$ cat src/rtl/b8_rr_arbiter.sv
// Eight-way round-robin arbiter with grant hold, optional bounded tenure,
// and a mandatory IDLE turnaround cycle between successive owners.
module b8_rr_arbiter #(
  parameter int unsigned MAX_HOLD = 16
) (
  input  logic       clock,
  input  logic       reset,
  input  logic [7:0] req,
  output logic [7:0] grant,
  output logic [2:0] grant_id,
  output logic       busy
);

  localparam logic [0:0] ST_IDLE  = 1'b0;
  localparam logic [0:0] ST_GRANT = 1'b1;

  // Last hold_cnt value of a tenure; preemption fires while sitting on it.
  localparam logic [7:0] HOLD_LAST = (MAX_HOLD == 0) ? 8'd0 : 8'(MAX_HOLD - 1);
  localparam bit         PREEMPT_EN = (MAX_HOLD != 0);

  logic [0:0] state_q, state_d;
  logic [2:0] owner_q, owner_d;
  logic [2:0] ptr_q,   ptr_d;
  logic [7:0] hold_q,  hold_d;

  logic [2:0] sel;
  logic       any;
  logic       others;
  logic [7:0] owner_mask;

  // Rotating-priority scan: walk from ptr+7 down to ptr so the nearest wins.
  always_comb begin
    sel = ptr_q;
    for (int k = 7; k >= 0; k--) begin
      if (req[ptr_q + 3'(k)]) sel = ptr_q + 3'(k);
    end
  end

  assign any        = |req;
  assign owner_mask = 8'b1 << owner_q;
  assign others     = |(req & ~owner_mask);

  always_comb begin
    state_d = state_q;
    owner_d = owner_q;
    ptr_d   = ptr_q;
    hold_d  = hold_q;
    case (state_q)
      ST_IDLE: begin
        if (any) begin
          owner_d = sel;
          hold_d  = 8'd0;
          state_d = ST_GRANT;
        end
      end
      default: begin
        if (!req[owner_q]) begin
          state_d = ST_IDLE;
          ptr_d   = owner_q + 3'd1;
        end else if (PREEMPT_EN && others && (hold_q == HOLD_LAST)) begin
          state_d = ST_IDLE;
          ptr_d   = owner_q + 3'd1;
        end else if (hold_q < HOLD_LAST) begin
          hold_d = hold_q + 8'd1;
        end
      end
    endcase
  end

  always_ff @(posedge clock) begin
    if (reset) begin
      state_q <= ST_IDLE;
      owner_q <= 3'd0;
      ptr_q   <= 3'd0;
      hold_q  <= 8'd0;
    end else begin
      state_q <= state_d;
      owner_q <= owner_d;
      ptr_q   <= ptr_d;
      hold_q  <= hold_d;
    end
  end

  // Outputs are purely registered state plus the owner decoder.
  assign busy     = (state_q == ST_GRANT);
  assign grant_id = owner_q;
  assign grant    = owner_mask & {8{busy}};

endmodule

$ cat config.mk
export PLATFORM = sky130hd
export DESIGN_NAME = b8_rr_arbiter
export DESIGN_NICKNAME = d
export VERILOG_FILES = /design/src/rtl/b8_rr_arbiter.sv
export SDC_FILE = /design/constraint.sdc
export NUM_CORES = 1
export LEC_CHECK = 0
export ABC_CLOCK_PERIOD_IN_PS = 5900
export CORE_MARGIN = 2
export CORE_UTILIZATION = 50
export CTS_CLUSTER_DIAMETER = 60
export DETAILED_ROUTE_END_ITERATION = 10
export PLACE_DENSITY = 0.68
export RECOVER_POWER = 100
export REMOVE_ABC_BUFFERS = 1
export SKIP_LAST_GASP = 1
export SYNTH_ARGS = -nofsm -noshare
export SYNTH_HDL_FRONTEND = slang
export SYNTH_SLANG_ARGS = --single-unit
export TNS_END_PERCENT = 5
$ cat constraint.sdc
create_clock -name clock -period 5.9 [get_ports clock]
set_input_delay 1.475 -clock clock [delete_from_list [all_inputs] [get_ports clock]]
set_output_delay 1.475 -clock clock [all_outputs]
set_load 0.05 [all_outputs]
==> flow_metrics.tcl, run 1 <==
set metrics [dict create \
    grt_overflow 0 \
    first_global_vias 1646 \
    worstMarginPinSlew_ns 0.784 \
    ys_types 52 \
    slowest_stage "dlygate4sd3_1" \
    grt-busiest-layer "met2" \
    dpl.hpwl_um 3390 \
    fin_worst_skew_ns 0.00451 \
    postSynthCellCount 233 \
    max-vdd-ir-drop_v 0.000308 \
    startpoint_type "input port" \
    initial_core_util_pct 52.0 \
    ys_seq_area_share_pct 15.9 \
    clkSlewWorstSetupHoldPaths_ns 0.07 \
    slew_violations 0 \
    final_nets 259 \
    syn2layout_area_growth_pct 11.5 \
    routed_via_density 5.96 \
    dieArea_mm2 0.00428 \
    cts_buffer_depth 2 \
    numClockSinks 15 \
    slowest_delay_ns 0.69 \
    vias 1710 \
    p_leak_nw 0.814 \
    gp_congestion 0.922 \
    arrival_ns 3.74 \
    die_w_um 65.5 \
    coreArea_mm2 0.00363 \
    drt-wirelength-per-cell_um 16.1 \
    grt_usage_pct 23.7 \
    gr-usage-met3_pct 4.45 \
    ctsHoldBuffers 0 \
    grt_pass1_wl_um 8010 \
    yosys_warnings 0 \
    hold_viol 0 \
    status "completed" \
    io_pins 22 \
    slew_headroom_pct 47.7 \
    fillCellCount 343 \
    hold_class "register to register" \
    setup-violations-final 0 \
    rsz0062_at_grt "no" \
    finalCriticalPeriod_ns 3.61 \
    synth_seq_cells 15 \
    cp_num_buf_inv 1 \
    clock.fmax_ghz 0.277 \
    ant_nets 0 \
    reg2reg_slack_ns 2.63 \
    postCtsSetupBuffers 0 \
    use_met1_pct 35.8 \
    critical-path-top-delay-family "multiplexers" \
    worst-path-max-fanout 11 \
    drt_iter0_drc 192 \
    synth_edf_count 0 \
    max_cap_violations 0 \
    antenna_found_initial 0 \
    cts_made_buffers 3 \
    syn-cell-area_mm2 0.00189 \
    tns_ns 0 \
    endpoint_kind "register" \
    path_cells "dlygate4sd3_1, mux4_2, mux2i_1, a2111oi_4, xnor2_1, nor3_2, mux2i_1, o31ai_1" \
    row_count 22 \
    cts-root-buf "clkbuf_8" \
    post-route-period-util_pct 61.3 \
    power_uw 764 \
    clk_latency_ns 0.25 \
    n_antenna_cell 0 \
    grt_max_degree 24 \
    synth_top_flop_cell "dfxtp_1" \
    cts-resized-gates 0 \
    syn_area_per_cell_um2 8.10 \
    drc_errors 0 \
    htree_levels 1 \
    dieHeight_um 65.5 \
    wirelength_um 4620 \
    cts_tree "built" \
    drive_gt1_share_pct 11.7 \
    cp_common_cell "mux2i_1" \
    worstPathRequired_ns 6.02 \
    critPathKind "input port to register" \
    powerDensity_mw_per_mm2 363 \
    drtPass1Iterations 4 \
    async_flop_share_pct 0 \
    grt.met2_usage_pct 36.1 \
    numPortBuffers 21 \
]
[cell usage after synthesis, types with 2 or more instances]
cell      number  area share [%]
a211o_1        2            0.93
and3_1         6             2.0
mux2i_2        2             1.5
mux4_2        11              13
xnor2_1        3             1.4
ha_1           9             6.0
o21bai_1       2            0.79
nor2_1        27             5.4
nand2b_1       6             2.0
nor4_1         2            0.66
and2_1         8             2.7
buf_2          9             2.4
clkbuf_2       5             1.3
a211oi_1       2            0.79
inv_1         14             2.8
a21o_1         3             1.2
or2_2          2            0.66
clkbuf_1       4            0.79
a31oi_1        5             1.7
o21ai_1        2            0.53
nand3_1        7             1.9
dfxtp_1       15              16
o22ai_1        2            0.66
a21oi_1       12             3.2
nor3_1         4             1.1
mux2i_1       13             6.9
mux2_2         6             3.6
nand2_1       19             3.8
nor2b_1        2            0.66
o21ai_0        7             1.9
[cell families (layout without fill, tap and decap cells)]
group / Yosys count / in the layout / synth area share (%)
buffers and inverters: 34 / 40 / 8.08
flip-flops: 15 / 15 / 15.9
AND/OR/NAND/NOR: 88 / 88 / 22.9
AO/OA/AOI/OAI: 50 / 50 / 18.9
adder cells (fa/ha/maj): 9 / 9 / 5.96
multiplexers: 33 / 33 / 26.4
XOR/XNOR: 4 / 4 / 1.86
[layout by cell type, fill, tap and decap left out, types with 7 or more instances in the layout]
cell type       n
nand3_1         7
and2_1          7
mux4_2         11
dlygate4sd3_1  15
inv_1          14
dfxtp_1        15
mux2i_1        14
o21ai_0         8
nand2_1        19
a21oi_1        12
nor2_1         27
ha_1            9
[layer usage]
layer  share of wire [%]  vias up
li1                    -      854
met1                  50      801
met2                  44       55
met3                 6.5        0
met4                   0        0
met5                   0        -
[stage by stage]
stage          instances  worst slack [ns]  util [%]  instance area [um^2]  hold slack (ns)
2_1_floorplan        213              2.84         -                  1790            0.438
3_3_place_gp         283              2.14      56.9                  2070            0.458
3_5_place_dp         283              2.13      56.9                  2070            0.478
4_1_cts              287              2.32      58.2                  2110            0.495
5_1_grt              287              2.13      58.0                  2110            0.514
6_report             287              2.29      58.0                  2110            0.485
[power breakdown]
part           internal [mW]  leakage, nW  total [mW]  switching, mW
combinational          0.226        0.670       0.528          0.302
sequential             0.116        0.122       0.150         0.0340
clock                 0.0475       0.0217      0.0871         0.0396
total                  0.389        0.814       0.764          0.375
[state kept, by name, summed over array words and instances (netlist names)]
name      cells
busy          1
grant_id      3
hold_q        8
ptr_q         3
[path summary, 6_finish.rpt]
path | from | to | depth (start not counted)
worst max register to register | ptr_q[1] | grant_id[2] | 9
worst min-delay path | hold_q[7] | hold_q[7] | 2
worst max-delay path | req[7] | grant_id[0] | 8
worst min register to register | hold_q[7] | hold_q[7] | 2
[cell type report]
type	instances	area, um^2	share of cell area, %
Multi-Input combinational cell	184	1430	67.7
Sequential cell	15	300	14.3
Timing Repair Buffer	22	218	10.3
Tap cell	48	60.1	2.85
Inverter	14	52.6	2.50
Clock buffer	3	41.3	1.96
Clock inverter	1	7.51	0.357
[worst register-to-register path, stage by stage (launching register included)]
cell and delay (ns):
dfxtp_1 0.82, inv_1 0.30, ha_1 0.59, mux4_2 0.42, and2_4 0.20, a221o_1 0.28, nor3_1 0.15, a2111oi_1 0.09
o21ai_0 0.15, a31oi_1 0.12
(Power assumes the default switching activity.)
==> run 2, diff against run 1 <==
--- a/config.mk
+++ b/config.mk
@@ -5,7 +5,7 @@
 export SDC_FILE = /design/constraint.sdc
 export NUM_CORES = 1
 export LEC_CHECK = 0
-export ABC_CLOCK_PERIOD_IN_PS = 5900
+export ABC_CLOCK_PERIOD_IN_PS = 3700
 export CORE_MARGIN = 2
 export CORE_UTILIZATION = 50
 export CTS_CLUSTER_DIAMETER = 60
==> constraint.sdc (replaced) <==
create_clock -name clock -period 3.7 [get_ports clock]
set_input_delay 0.925 -clock clock [delete_from_list [all_inputs] [get_ports clock]]
set_output_delay 0.925 -clock clock [all_outputs]
set_load 0.05 [all_outputs]
==> run 2 against run 1 <==
Largest cell class unchanged. Combinational power up 62%. Critical path depth down 4. Register-to-register slack worse by 1.5 ns. Sequential share of layout area down 0.076 points. Power up 60%. Worst setup slack worse by 1.7 ns.
==> flow_metrics.tcl, run 2 (synthesized netlist as in run 1, its figures left out) <==
set metrics [dict create \
    status "completed" \
    ant_nets 0 \
    ctsHoldBuffers 0 \
    p_clk_share_pct 11.6 \
    power_mw 1.22 \
    coreArea_mm2 0.00363 \
    intPower_uw 625 \
    largest_register "hold_q" \
    cts-resized-gates 0 \
    reg2reg_depth 9 \
    min_path_cells 2 \
    worst-path-max-fanout 6 \
    r2r-start "ptr_q[1]" \
    fillCellCount 355 \
    worstMarginPinSlew_ns 0.771 \
    multi_input_area_mm2 0.00143 \
    finalCriticalPeriod_ns 3.07 \
    drive_gt1_share_pct 12.0 \
    clk_latency_ns 0.25 \
    io_pins 22 \
    routed_via_density 6.01 \
    drt_iter0_drc 261 \
    hold_start "hold_q[7]" \
    numPortBuffers 21 \
    wirelength_um 4540 \
    cts_buffer_depth 2 \
    rsz0062_at_grt "no" \
    holdPathEnd "hold_q[7]" \
    drc_errors 0 \
    row_count 22 \
    postCtsSetupBuffers 0 \
    tns_ns 0 \
    power_switching_uw 598 \
    n_antenna_cell 0 \
    numClockSinks 15 \
    cts-root-buf "clkbuf_8" \
    whs_ns 0.480 \
    initial_core_util_pct 52.0 \
    p_leak_nw 0.820 \
    drt-wirelength-per-cell_um 15.7 \
    powerDensity_mw_per_mm2 578 \
    swShare_pct 48.9 \
    die_w_um 65.5 \
    endpoint_kind "output pin" \
    dieArea_mm2 0.00428 \
    critPathKind "register to output pin" \
    largest_reg_flops 8 \
    gp_congestion 0.886 \
    dpl.hpwl_um 3340 \
    post-route-period-util_pct 82.9 \
    finalWorstSetupSlack_ns 0.632 \
    arrival_ns 2.14 \
    drtPass1Iterations 5 \
    place_ws_ns 0.460 \
    worstPathRequired_ns 2.77 \
    pwr-share-comb_pct 70.0 \
    mostFrequentLayoutCells "nor2_1, nand2_1, dfxtp_1, dlygate4sd3_1" \
    setup-violations-final 0 \
    vias 1737 \
    syn2layout_area_growth_pct 12.1 \
    first_global_vias 1586 \
    final_common_cell "nor2_1" \
    placed_cell_area_mm2 0.00208 \
    cts_tree "built" \
    max_cap_violations 0 \
    slew_violations 0 \
    grt_usage_pct 23.5 \
    max-vdd-ir-drop_v 0.000435 \
    hold_viol 0 \
    slew_headroom_pct 48.5 \
    final_nets 261 \
    hold_class "register to register" \
    grt_max_degree 23 \
    clkSlewWorstSetupHoldPaths_ns 0.07 \
    antenna_found_initial 0 \
    fin_worst_skew_ns 0.00490 \
    cts_made_buffers 3 \
    grt_pass1_wl_um 7920 \
    r2r_end "grant_id[1]" \
    htree_levels 1 \
    p_seq_share_pct 18.4 \
    grt_overflow 0 \
    reg2reg_slack_ns 1.12 \
    final_area_mm2 0.00212 \
    clock.fmax_ghz 0.326 \
    dieHeight_um 65.5 \
    seq_area_um2 300 \
    startpoint_type "register" \
]
-- run 2: cell count changes in the layout (fill, tap and decap cells not counted), sizes merged --
cell    change
buf         +1
clkbuf      +1
-- run 2: layout make-up --
type                       instances  area share (%)
clock buffer                       3            1.95
sequential                        15            14.2
timing repair buffer              24            10.8
clock inverter                     1           0.355
multi-input combinational        184            67.4
inverter                          14            2.48
tap                               48            2.84
-- run 2: critical path, cell delays in order, from the launching register on --
cell           delay (ns)
dfxtp_1              0.47
ha_1                 0.24
ha_1                 0.18
and2_1               0.13
dlygate4sd3_1        0.86
-- run 2: worst max-delay path by stage --
stage                     start     endpoint  slack [ns]  cells after the start
floorplan              ptr_q[0]  grant_id[2]        0.87                      9
global placement         req[7]  grant_id[1]        0.45                      8
detailed placement       req[7]  grant_id[1]        0.46                      8
CTS                 grant_id[1]     grant[7]        0.68                      4
global route             req[4]  grant_id[0]        0.49                      8
finish              grant_id[1]     grant[7]        0.63                      4
-- run 2: per-stage QoR --
| step | std cells | utilization, % |
|---|---|---|
| floorplan | 213 | - |
| finish | 289 | 58.3 |
| CTS | 289 | 58.6 |
| global route | 289 | 58.3 |
| global placement | 285 | 57.3 |
| detailed placement | 285 | 57.3 |
-- run 2: metal layers --
layer	vias up	routed length (um)	global-route usage, %	share of wire, %
li1	859	-	-	-
met1	810	2260	36.9	50
met2	64	1940	34.4	43
met3	4	310	3.25	6.8
met4	0	29	3.65	0.64
met5	-	0	0	0
-- run 2: power by group through the flow --
stage	Combinational [mW]	Sequential [mW]	Clock, mW
2_1_floorplan	0.590	0.296	0
4_1_cts	0.870	0.226	0.145
3_5_place_dp	0.866	0.229	0
3_3_place_gp	0.865	0.229	0
6_report	0.856	0.225	0.142
5_1_grt	0.939	0.232	0.149
==> run 3, diff against run 2 <==
--- a/config.mk
+++ b/config.mk
@@ -5,12 +5,12 @@
 export SDC_FILE = /design/constraint.sdc
 export NUM_CORES = 1
 export LEC_CHECK = 0
-export ABC_CLOCK_PERIOD_IN_PS = 3700
+export ABC_CLOCK_PERIOD_IN_PS = 2600
 export CORE_MARGIN = 2
 export CORE_UTILIZATION = 50
 export CTS_CLUSTER_DIAMETER = 60
 export DETAILED_ROUTE_END_ITERATION = 10
-export PLACE_DENSITY = 0.68
+export PLACE_DENSITY = 0.71
 export RECOVER_POWER = 100
 export REMOVE_ABC_BUFFERS = 1
 export SKIP_LAST_GASP = 1
==> constraint.sdc (replaced) <==
create_clock -name clock -period 2.6 [get_ports clock]
set_input_delay 0.65 -clock clock [delete_from_list [all_inputs] [get_ports clock]]
set_output_delay 0.65 -clock clock [all_outputs]
set_load 0.05 [all_outputs]
==> run 3 against run 2 <==
Cell count up 12%. First-iteration DRC count down 43%. Largest power group unchanged. Critical endpoint is now grant_id[1]. Sequential share of layout area down 1.8 points. Count of clock-buffer cells in the layout unchanged. Die area unchanged. Clock power up 40%. Sequential power up 31%. Non-clock buffer count up 35. Final area up 14%. Largest cell class unchanged. Worst hold slack better by 0.010 ns. Flip-flop and latch count unchanged.
==> flow_metrics.tcl, run 3 (synthesized netlist as in run 1, its figures left out) <==
set metrics [dict create \
    final_common_cell "buf_4" \
    first_global_vias 1717 \
    mostFrequentLayoutCells "buf_4, nor2_1, nand2_1" \
    vias 1882 \
    worstMarginPinSlew_ns 0.615 \
    dpl.hpwl_um 3850 \
    critPathKind "input port to register" \
    pwr-share-comb_pct 74.8 \
    clkSlewWorstSetupHoldPaths_ns 0.07 \
    grt.met2_usage_pct 38.4 \
    finalCriticalPeriod_ns 2.57 \
    syn2layout_area_growth_pct 28.0 \
    reg2reg_depth 9 \
    row_count 22 \
    die_w_um 65.5 \
    slew_violations 0 \
    initial_core_util_pct 52.0 \
    post-route-period-util_pct 98.7 \
    fillCellCount 322 \
    cts-root-buf "clkbuf_8" \
    max-vdd-ir-drop_v 0.000753 \
    max_cap_violations 0 \
    grt_overflow 0 \
    clock.fmax_ghz 0.390 \
    numClockSinks 15 \
    slew_headroom_pct 58.9 \
    swShare_pct 46.6 \
    p_seq_share_pct 15.0 \
    grt-busiest-layer "met2" \
    gp_congestion 0.915 \
    wirelength_um 5030 \
    power_switching_uw 912 \
    drc_errors 0 \
    hold_viol 0 \
    n_antenna_cell 0 \
    dieArea_mm2 0.00428 \
    io_pins 22 \
    use_met1_pct 36.9 \
    placed_cell_area_mm2 0.00234 \
    dieHeight_um 65.5 \
    gr-usage-met3_pct 4.11 \
    largest_reg_flops 8 \
    cp-endpoint "grant_id[1]" \
    p_leak_nw 1.02 \
    startpoint_type "input port" \
    coreArea_mm2 0.00363 \
    p_clk_share_pct 10.2 \
    cts_made_buffers 3 \
    endpoint_kind "register" \
    hold_class "register to register" \
    final_area_mm2 0.00242 \
    htree_levels 1 \
    drt_iter0_drc 149 \
    numPortBuffers 21 \
    grt_usage_pct 24.9 \
    grt_pass1_wl_um 8250 \
    grt_max_degree 23 \
    final_nets 296 \
    largest_register "hold_q" \
    fin_util_pct 66.5 \
    ctsHoldBuffers 0 \
    ant_nets 0 \
    antenna_found_initial 0 \
    drive_gt1_share_pct 25.7 \
    reg2reg_slack_ns 0.11 \
    drtPass1Iterations 4 \
    r2r_end "grant_id[1]" \
    drt-wirelength-per-cell_um 15.5 \
    setup-violations-final 0 \
    worst-path-max-fanout 9 \
    cts_buffer_depth 2 \
    clk_latency_ns 0.25 \
    arrival_ns 2.68 \
    r2r-start "ptr_q[0]" \
    powerDensity_mw_per_mm2 810 \
    worstPathRequired_ns 2.72 \
    power_mw 1.96 \
    cts_tree "built" \
    routed_via_density 5.81 \
    startpoint "req[0]" \
    fin_worst_skew_ns 0.00155 \
    rsz0062_at_grt "yes" \
    intPower_mw 1.05 \
    status "completed" \
]
==> run 3: repair_timing <==
action	CTS	global route
endpoints found under the setup margin	4	9
gates cloned	0	0
resized for setup	1	10
setup buffers	0	1
==> run 3: power groups by stage <==
stage / clock, mW / combinational (mW) / sequential [mW]
floorplan: 0 / 0.839 / 0.421
global placement: 0 / 1.41 / 0.297
detailed placement: 0 / 1.42 / 0.299
CTS: 0.202 / 1.43 / 0.295
global route: 0.212 / 1.58 / 0.299
finish: 0.199 / 1.46 / 0.295
==> run 3: critical path: stages <==
cell and delay (ns):
clkdlybuf4s50_1 0.40, buf_4 0.18, mux4_2 0.55, nand2_1 0.12, nand2_1 0.08, o21bai_1 0.16, o32a_1 0.30, o21ai_1 0.14
a31oi_1 0.10
==> run 3: metal layers <==
layer / vias to the layer above / wire, um
met4: 0 / 53
met2: 60 / 2260
li1: 924 / -
met1: 892 / 2440
met3: 6 / 278
met5: - / 0
==> run 3: cell type report <==
class	count	area, um^2	area share (%)
Sequential cell	15	300	12.4
Clock inverter	1	7.51	0.311
Inverter	14	52.6	2.17
Clock buffer	3	41.3	1.71
Tap cell	48	60.1	2.48
Multi-Input combinational cell	184	1450	60.0
Timing Repair Buffer	59	504	20.9
==> run 3: how the worst min path moves through the flow <==
| stage | startpoint | endpoint | slack (ns) | depth (start not counted) |
|---|---|---|---|---|
| finish | hold_q[7] | hold_q[7] | 0.49 | 2 |
| global route | hold_q[4] | hold_q[4] | 0.51 | 1 |
| CTS | hold_q[7] | hold_q[7] | 0.50 | 2 |
| detailed placement | hold_q[4] | hold_q[4] | 0.48 | 1 |
| global placement | hold_q[7] | hold_q[7] | 0.45 | 2 |
| floorplan | hold_q[7] | hold_q[7] | 0.44 | 2 |
==> run 3: through the flow <==
stage                     setup slack [ns]  cells  hold slack [ns]  setup TNS (ns)
final                               0.0340    324            0.490               0
after global placement              -0.280    319            0.455           -2.09
after global routing               -0.0253    324            0.510         -0.0922
after detailed placement            -0.279    319            0.482           -2.49
after floorplan                     -0.227    213            0.438          -0.626
after CTS                          -0.0113    323            0.499         -0.0164
